===== config.mk =====
export PLATFORM = sky130hd
export DESIGN_NAME = spi_master_n
export DESIGN_NICKNAME = d
export VERILOG_FILES = /design/src/rtl/spi_master_n.sv
export SDC_FILE = /design/constraint.sdc
export NUM_CORES = 1
export LEC_CHECK = 0
export CAP_MARGIN = 5
export CORE_AREA = 5 5 92 94
export CTS_BUF_LIST = sky130_fd_sc_hd__clkbuf_4
export DETAILED_ROUTE_END_ITERATION = 8
export DIE_AREA = 0 0 97 99
export PLACE_DENSITY = 0.59
export SLEW_MARGIN = 20
export SYNTH_ARGS = -nofsm -noshare
export SYNTH_HDL_FRONTEND = slang
export SYNTH_SLANG_ARGS = --single-unit

===== constraint.sdc =====
create_clock -name clk -period 5.7 [get_ports clk]
set_clock_uncertainty 0.05 [all_clocks]
set_input_delay 1.14 -clock clk [delete_from_list [all_inputs] [get_ports clk]]
set_output_delay 1.14 -clock clk [all_outputs]
set_load 0.02 [all_outputs]

===== src/rtl/spi_master_n.sv =====
// spi_master_n - parametrised SPI mode-0 bus master.
//
// A single-cycle start request (rw, cs_sel, addr, wdata) is serialised as
// {rw, addr, data} MSB-first on mosi/sclk with a per-device active-low
// chip select. Read data captured during the data field is returned on
// rdata together with a one-cycle done pulse.
//
// Ports:
//   clk, rst_n       system clock, asynchronous active-low reset
//   start            request strobe, accepted only while ready=1
//   rw               1=read, 0=write (sampled with start)
//   cs_sel           target device index (sampled with start)
//   addr, wdata      address and write data (sampled with start)
//   ready            idle, able to accept start
//   done             one-cycle pulse at transaction end
//   err              one-cycle pulse when start carries cs_sel >= NUM_CS
//   rdata            last read data, valid from done
//   sclk, mosi, miso serial bus (sclk idles low)
//   cs_n             active-low selects, one-hot-low during a frame
//
// Build option: SPI_MISO_SYNC_EN adds a two-flop miso synchroniser and moves
// the sample point two clk cycles into the sclk high half (CLK_DIV >= 3).
module spi_master_n #(
  parameter int unsigned DATA_W  = 8,
  parameter int unsigned ADDR_W  = 7,
  parameter int unsigned NUM_CS  = 2,
  parameter int unsigned CLK_DIV = 4,
  localparam int unsigned FRAME_W = 1 + ADDR_W + DATA_W,
  localparam int unsigned SEL_W   = (NUM_CS > 1) ? $clog2(NUM_CS) : 1
) (
  input  logic              clk,
  input  logic              rst_n,
  input  logic              start,
  input  logic              rw,
  input  logic [SEL_W-1:0]  cs_sel,
  input  logic [ADDR_W-1:0] addr,
  input  logic [DATA_W-1:0] wdata,
  output logic              ready,
  output logic              done,
  output logic              err,
  output logic [DATA_W-1:0] rdata,
  output logic              sclk,
  output logic              mosi,
  input  logic              miso,
  output logic [NUM_CS-1:0] cs_n
);

  localparam int unsigned CNT_W = $clog2(FRAME_W + 1);
  localparam int unsigned DIV_W = (CLK_DIV > 1) ? $clog2(CLK_DIV) : 1;

  typedef enum logic [1:0] {IDLE, SETUP, SHIFT, HOLD} state_t;

  state_t              state_q, state_d;
  logic [DIV_W-1:0]    div_q, div_d;
  logic [CNT_W-1:0]    bit_q, bit_d;
  logic                sclk_q, sclk_d;
  logic [FRAME_W-1:0]  shreg_q, shreg_d;
  logic [DATA_W-1:0]   rx_q, rx_d;
  logic [DATA_W-1:0]   rdata_q, rdata_d;
  logic [NUM_CS-1:0]   cs_n_q, cs_n_d;
  logic                rw_q, rw_d;
  logic                done_q, done_d;
  logic                err_q, err_d;

  logic                div_last;
  logic                sample_en;
  logic                miso_smp;
  logic                sel_ok;
  logic [NUM_CS-1:0]   sel_oh;

  assign div_last = (div_q == DIV_W'(CLK_DIV - 1));

`ifdef SPI_MISO_SYNC_EN
  if (CLK_DIV < 3) begin : g_div_chk
    $error("spi_master_n: CLK_DIV must be >= 3 when SPI_MISO_SYNC_EN is defined");
  end

  logic miso_s1_q, miso_s2_q;

  always_ff @(posedge clk or negedge rst_n) begin
    if (!rst_n) begin
      miso_s1_q <= 1'b0;
      miso_s2_q <= 1'b0;
    end else begin
      miso_s1_q <= miso;
      miso_s2_q <= miso_s1_q;
    end
  end

  // The pin value present at the sclk rise reaches miso_s2_q one cycle later;
  // take it on the edge ending the second high-half cycle.
  assign miso_smp  = miso_s2_q;
  assign sample_en = (state_q == SHIFT) && sclk_q && (div_q == DIV_W'(1));
`else
  assign miso_smp  = miso;
  assign sample_en = (state_q == SHIFT) && !sclk_q && div_last;
`endif

  always_comb begin
    state_d = state_q;
    div_d   = div_q;
    bit_d   = bit_q;
    sclk_d  = sclk_q;
    shreg_d = shreg_q;
    rx_d    = rx_q;
    rdata_d = rdata_q;
    cs_n_d  = cs_n_q;
    rw_d    = rw_q;
    done_d  = 1'b0;
    err_d   = 1'b0;
    sel_ok  = 1'b0;
    sel_oh  = '0;

    for (int unsigned i = 0; i < NUM_CS; i++) begin
      if (cs_sel == SEL_W'(i)) begin
        sel_ok    = 1'b1;
        sel_oh[i] = 1'b1;
      end
    end

    // Shift every sample in; the last DATA_W samples are the data field.
    if (sample_en) rx_d = DATA_W'({rx_q, miso_smp});

    case (state_q)
      IDLE: begin
        if (start) begin
          if (sel_ok) begin
            state_d = SETUP;
            div_d   = '0;
            rw_d    = rw;
            // Data field is zeroed for reads so mosi idles low there.
            shreg_d = {rw, addr, rw ? {DATA_W{1'b0}} : wdata};
            cs_n_d  = ~sel_oh;
          end else begin
            err_d = 1'b1;
          end
        end
      end
      SETUP: begin
        div_d = div_last ? '0 : div_q + 1'b1;
        if (div_last) begin
          state_d = SHIFT;
          bit_d   = '0;
        end
      end
      SHIFT: begin
        div_d = div_last ? '0 : div_q + 1'b1;
        if (div_last) begin
          if (!sclk_q) begin
            sclk_d = 1'b1;
          end else begin
            // Falling edge: advance mosi. After the last bit the register
            // has shifted empty, so mosi rests at 0.
            sclk_d  = 1'b0;
            shreg_d = {shreg_q[FRAME_W-2:0], 1'b0};
            if (bit_q == CNT_W'(FRAME_W - 1)) begin
              state_d = HOLD;
            end else begin
              bit_d = bit_q + 1'b1;
            end
          end
        end
      end
      HOLD: begin
        div_d = div_last ? '0 : div_q + 1'b1;
        if (div_last) begin
          state_d = IDLE;
          cs_n_d  = '1;
          done_d  = 1'b1;
          if (rw_q) rdata_d = rx_q;
        end
      end
      default: state_d = IDLE;
    endcase
  end

  always_ff @(posedge clk or negedge rst_n) begin
    if (!rst_n) begin
      state_q <= IDLE;
      div_q   <= '0;
      bit_q   <= '0;
      sclk_q  <= 1'b0;
      shreg_q <= '0;
      rx_q    <= '0;
      rdata_q <= '0;
      cs_n_q  <= '1;
      rw_q    <= 1'b0;
      done_q  <= 1'b0;
      err_q   <= 1'b0;
    end else begin
      state_q <= state_d;
      div_q   <= div_d;
      bit_q   <= bit_d;
      sclk_q  <= sclk_d;
      shreg_q <= shreg_d;
      rx_q    <= rx_d;
      rdata_q <= rdata_d;
      cs_n_q  <= cs_n_d;
      rw_q    <= rw_d;
      done_q  <= done_d;
      err_q   <= err_d;
    end
  end

  assign ready = (state_q == IDLE);
  assign done  = done_q;
  assign err   = err_q;
  assign rdata = rdata_q;
  assign sclk  = sclk_q;
  assign mosi  = shreg_q[FRAME_W-1];
  assign cs_n  = cs_n_q;

endmodule


; ---- After elaboration in Yosys (flattened, before gate mapping)
; Cells that the tools add are included.
[classes]
n_addsub = 2
muxes = 28
magnitude_cmp = 0
eq_ne = 12
div_mod_pow = 0
mul = 0
bitwise = 1
n_reduce_logical = 15
n_shift = 0
[op_table]
columns = operator, n
row1 = 16-bit 2-to-1 mux, 3
row2 = 16-bit case mux with 2 select lines, 1
row3 = 2-bit 2-to-1 mux, 10
row4 = 5-bit 2-to-1 mux, 4
row5 = "2-bit inequality test, second input constant", 6
row6 = 5-bit case mux with 2 select lines, 1
row7 = 8-bit 2-to-1 mux, 1
row8 = 2-bit case mux with 2 select lines, 2
row9 = 2-bit case mux with 4 select lines, 1
row10 = "2-bit equality test, second input constant", 3
row11 = 3-bit AND reduction, 2
row12 = 6-bit AND reduction, 1
row13 = 2-bit nonzero test, 3
row14 = "5-bit by 1-bit adder with 5-bit output, second input constant", 1
row15 = "5-bit by 4-bit equality test with 1-bit output, second input constant", 1
row16 = 1-bit 2-to-1 mux, 5
row17 = 5-bit AND reduction, 1
row18 = 2-bit AND reduction, 2
row19 = 4-bit AND reduction, 1
row20 = 3-bit OR reduction, 1
row21 = "2-bit by 1-bit adder with 2-bit output, second input constant", 1
row22 = "2-bit by 1-bit equality test with 1-bit output, second input constant", 1
row23 = 1-bit logical AND, 2
row24 = 2-bit logical NOT, 1
row25 = 3 further kinds, 3
[word_totals]
memories = 0
reg_bits = 46
in_bits = 21
latchBits = 0
elab_cells = 68
rom_bits = 0
ram_bits = 0
output_inout_bits = 15

; ---- Longest topological paths before layout
[logic_depth]
word_depth = 5
ltp_mapped = 7
ltp_nobuf = 6

; ---- Worst setup path after synthesis
; No wires, ideal clock.
[synth_path]
path_type = input port to flip-flop
from = input port start
to = register shreg_q[10]
path_stages = 5
n_path_buf = 2
path_slack_ns = 3.492
t_required_ns = 5.525
setup_time_ns = 0.125
arrival_time_ns = 2.033
path_cell_list = nor2b_1 > buf_2 > a21oi_4 > buf_6 > mux2_2
[synth_between]
elab_chain_len = 2
[synth_rtl]
columns = element, line_no
row1 = from (decl), 33  ; input logic start,
row2 = 2-bit inequality test (no source line), n/a
row3 = 4-bit AND reduction (no source line), n/a
row4 = to (signal assigned), 195  ; shreg_q <= shreg_d;
row5 = to (decl), 57  ; logic [FRAME_W-1:0] shreg_q, shreg_d;
; No other way between the ends.
; A chain may end at the register's enable or synchronous reset.

; ---- Final worst setup path
[layout_path]
from = register state_q[0]
to = output port ready
[layout_between]
elab_chain_len = 1
[layout_rtl]
columns = element, line_no
row1 = from (decl), 53  ; state_t state_q, state_d;
row2 = from (signal assigned), 191  ; state_q <= state_d;
row3 = 2-bit logical NOT, 205  ; assign ready = (state_q == IDLE);
row4 = to (decl), 38  ; output logic ready,
; No other way between the ends.

==> results_tabular.tex <==
\begin{tabular}{lr}
\hline
Metric & Value \\
\hline
\multicolumn{2}{l}{\textbf{Hold path}} \\
Hold Path Cell Cnt & 2 \\
Min-Delay Startpoint & div\_q[1] \\
Min-delay worst type & reg -> reg \\
\multicolumn{2}{l}{\textbf{Synthesis}} \\
Sequential-to-total area share from yosys stat & 0.523 \\
Mean cell area of the mapped netlist & 13.1 sq um \\
Number of unique standard cell types used by synthesis & 39 \\
Synthesized instance count & 168 \\
Synthesized flop and latch total & 46 \\
Synth Warn \# & 0 \\
Synth Cell Area & 2210 sq um \\
Syn\_nets & 197 \\
\multicolumn{2}{l}{\textbf{GRT}} \\
Initial antenna violation count & 0 \\
Maximum number of pins on one net before global-route repair & 47 \\
Overflow after GRT & 0 \\
Via count of the first global-routing pass & 1,446 \\
Wire length of the first global-routing pass & 6980 microns \\
GRT Overall Usage & 0.0893 \\
\multicolumn{2}{l}{\textbf{STA}} \\
Shortest clock period the worst path allows after layout & 3.10 ns \\
Final setup fails & 0 \\
Timing-limited maximum frequency & 322 MHz \\
Remaining max-slew budget at the tightest pin & 0.541 \\
Sum of negative setup slack & 0 ns \\
Final critical-path setup slack & 2.60 ns \\
Unrepaired setup endpoints after global routing & no \\
Final critical-path share of the clock period & 0.544 \\
Count of final max-slew check failures & 0 \\
Final Hold Vio Count & 0 \\
Least-Margin Pin Slew & 0.687 ns \\
\multicolumn{2}{l}{\textbf{Route}} \\
Drt drc & 0 \\
Final antenna-violating net count & 0 \\
Detailed Routing Iterations Pass 1 & 4 \\
Iteration-0 DRC Markers & 52 \\
Aggregate routed wire length & 4000 microns \\
Via count & 1,394 \\
Post-detailed-route wirelength per cell & 13.1 microns \\
Via/cell ratio & 4.57 \\
\multicolumn{2}{l}{\textbf{Finish}} \\
Filler cells & 748 \\
Antenna Cells & 0 \\
Layout-stage area growth over the synthesis result & 21.7\% \\
Share of layout cells above drive strength 1 & 0.286 \\
Number of nets in the finished design & 231 \\
\multicolumn{2}{l}{\textbf{Floorplanning}} \\
Overall die area & 9600 sq um \\
Horizontal die dimension & 97 microns \\
I/O pin total & 36 \\
Die Y-Extent & 99 microns \\
Initial core utilization & 0.292 \\
Area of the core & 7570 sq um \\
Row cnt & 32 \\
\multicolumn{2}{l}{\textbf{Critical path}} \\
Logic depth of the worst register-to-register path & 6 \\
Series of cell instances along the critical path & inv\_1 -> ha\_1 -> clkdlybuf4s50\_1 \\
Crit Path Class & reg -> out \\
Critical path launch point & state\_q[0] \\
Critical Path Start Type & register \\
Kind of capture point of the worst setup path & output port \\
Worst-case register-to-register setup slack & 3.46 ns \\
Maximum fanout along the worst path & 7 \\
Data arrival, critical path & 1.91 ns \\
Required time of the worst setup path & 4.51 ns \\
Slowest cell on the critical path & sky130\_fd\_sc\_hd\_\_clkdlybuf4s50\_1 \\
R2R Path Start & state\_q[0] \\
Highest cell delay on the worst timing path & 0.67 ns \\
\multicolumn{2}{l}{\textbf{Power}} \\
Peak supply drop & 95.0 uV \\
Static Leakage & 0.00122 uW \\
Cell area power density & 197 nW/um\^{}2 \\
\multicolumn{2}{l}{\textbf{Clocking}} \\
Root buffer cell & sky130\_fd\_sc\_hd\_\_clkbuf\_4 \\
Hold-fix buffers at CTS & 0 \\
Gates resized, CTS repair & 0 \\
Num Clock Sinks & 46 \\
Count of buffers added by post-CTS timing repair for setup & 0 \\
Clock buffer count from CTS & 5 \\
TritonCTS clock tree & built \\
CTS max path bufs & 2 \\
H-Tree Level Count & 2 \\
Clock slew seen by the registers of the worst setup and hold paths & 0.14 ns \\
Later-pin clock latency in the skew report & 0.35 ns \\
\multicolumn{2}{l}{\textbf{Placement}} \\
Port Buf Inserts & 34 \\
Dpl ws & 2.80 ns \\
Routability Congestion & 0.731 \\
HPWL reported at the end of detailed placement & 2910 microns \\
\multicolumn{2}{l}{\textbf{Run status}} \\
Outcome & complete, no violations \\
\multicolumn{2}{l}{\textbf{Job}} \\
Maximum Capacitance Violations & 0 \\
\hline
\end{tabular}
==> critical path, delay by kind of cell, from the launching register on <==
kind	cells	cell delay [ns]
buf+inv	2	0.80
flops	1	0.44
fa+ha+maj	1	0.33
==> cell type report <==
cell class / count / area [sq um] / share of cell area
flip-flops and latches: 46 / 1150 / 0.429
repair buffers: 35 / 345 / 0.129
well taps: 102 / 128 / 0.0475
inverters: 7 / 26.3 / 0.00978
multi-input cells: 107 / 973 / 0.362
clock buffers: 8 / 60.1 / 0.0224
==> metal layers <==
metal | wire length, microns | global-route usage
met5 | 0 | 0
met4 | 55 | 0.0324
met3 | 143 | 0.0283
met1 | 1810 | 0.107
met2 | 1990 | 0.150
==> state kept, by name (all words and copies together) (netlist names) <==
name	flops
bit_q	5
cs_n	2
div_q	2
done	1
rdata	8
rw_q	1
rx_q	8
sclk	1
shreg_q	16
state_q	2
==> cells by family (layout without fill, tap and decap cells) <==
kind of cell | count (synthesis) | after routing | synth area share
adder cells (fa/ha/maj) | 8 | 8 | 0.0454
other | 1 | 1 | 0.00170
AND/OR/NAND/NOR | 31 | 31 | 0.0760
AO/OA/AOI/OAI | 23 | 23 | 0.0930
flip-flops | 46 | 46 | 0.523
multiplexers | 44 | 44 | 0.225
buffers and inverters | 15 | 50 | 0.0363
==> path summary, 6_finish.rpt <==
kind | to
max | ready
min | div_q[1]
max reg2reg | shreg_q[12]
min reg2reg | div_q[1]
max in group asynchronous | cs_n[0]
min in group asynchronous | bit_q[1]
==> cell usage after synthesis <==
master | number | area share
sky130_fd_sc_hd__dfrtp_1 | 44 | 0.50
sky130_fd_sc_hd__mux2_2 | 41 | 0.21
sky130_fd_sc_hd__nand2_1 | 11 | 0.019
sky130_fd_sc_hd__a22o_1 | 8 | 0.032
sky130_fd_sc_hd__ha_1 | 8 | 0.045
sky130_fd_sc_hd__inv_1 | 7 | 0.012
sky130_fd_sc_hd__buf_2 | 4 | 0.0091
sky130_fd_sc_hd__nand2b_1 | 3 | 0.0085
sky130_fd_sc_hd__nand3_1 | 3 | 0.0068
sky130_fd_sc_hd__o22a_1 | 3 | 0.012
sky130_fd_sc_hd__a21oi_1 | 2 | 0.0045
sky130_fd_sc_hd__buf_6 | 2 | 0.010
sky130_fd_sc_hd__dfstp_2 | 2 | 0.024
sky130_fd_sc_hd__mux2i_1 | 2 | 0.0091
sky130_fd_sc_hd__nor2_1 | 2 | 0.0034
sky130_fd_sc_hd__nor2b_1 | 2 | 0.0057
sky130_fd_sc_hd__o21ai_0 | 2 | 0.0045
sky130_fd_sc_hd__a21o_1 | 1 | 0.0034
sky130_fd_sc_hd__a21oi_4 | 1 | 0.0074
sky130_fd_sc_hd__a221oi_4 | 1 | 0.012
sky130_fd_sc_hd__a2bb2oi_1 | 1 | 0.0040
sky130_fd_sc_hd__a31oi_1 | 1 | 0.0028
sky130_fd_sc_hd__and2_1 | 1 | 0.0028
sky130_fd_sc_hd__and3_1 | 1 | 0.0028
sky130_fd_sc_hd__buf_4 | 1 | 0.0034
sky130_fd_sc_hd__clkbuf_1 | 1 | 0.0017
sky130_fd_sc_hd__conb_1 | 1 | 0.0017
sky130_fd_sc_hd__mux2_4 | 1 | 0.0068
sky130_fd_sc_hd__nand3b_1 | 1 | 0.0034
sky130_fd_sc_hd__nand4b_1 | 1 | 0.0040
sky130_fd_sc_hd__nor3_1 | 1 | 0.0023
sky130_fd_sc_hd__nor3b_1 | 1 | 0.0034
sky130_fd_sc_hd__nor4_1 | 1 | 0.0028
sky130_fd_sc_hd__o211ai_1 | 1 | 0.0034
sky130_fd_sc_hd__o21a_1 | 1 | 0.0034
sky130_fd_sc_hd__o2bb2ai_1 | 1 | 0.0040
sky130_fd_sc_hd__or2_2 | 1 | 0.0028
sky130_fd_sc_hd__or3_4 | 1 | 0.0051
sky130_fd_sc_hd__or4_1 | 1 | 0.0034
==> power by group <==
group          switching (uW)  total [uW]  internal, uW
registers                3.55         336           332
logic                    12.0        30.9          19.0
clock network            99.9         164          63.7
==> layout by cell type (no fill, tap or decap), types with 3 or more instances in the layout <==
master / count
sky130_fd_sc_hd__nand2_1: 11
sky130_fd_sc_hd__ha_1: 8
sky130_fd_sc_hd__a22o_1: 8
sky130_fd_sc_hd__inv_1: 7
sky130_fd_sc_hd__clkdlybuf4s50_1: 33
sky130_fd_sc_hd__mux2_2: 41
sky130_fd_sc_hd__nand3_1: 3
sky130_fd_sc_hd__nand2b_1: 3
sky130_fd_sc_hd__dfrtp_1: 44
sky130_fd_sc_hd__clkbuf_4: 8
sky130_fd_sc_hd__o22a_1: 3
==> metrics by stage <==
stage          utilization  hold slack (ns)  power, uW  std cells  cell area [sq um]
6_report             0.355            0.462        531        305               2690
5_1_grt              0.355            0.482        555        305               2690
4_1_cts              0.355            0.471        540        305               2680
3_5_place_dp         0.347            0.439        374        297               2620
3_3_place_gp         0.347            0.425        374        297               2620
2_1_floorplan            -            0.404        351        168               2210
No activity file was read; power rests on OpenSTA's default activity.
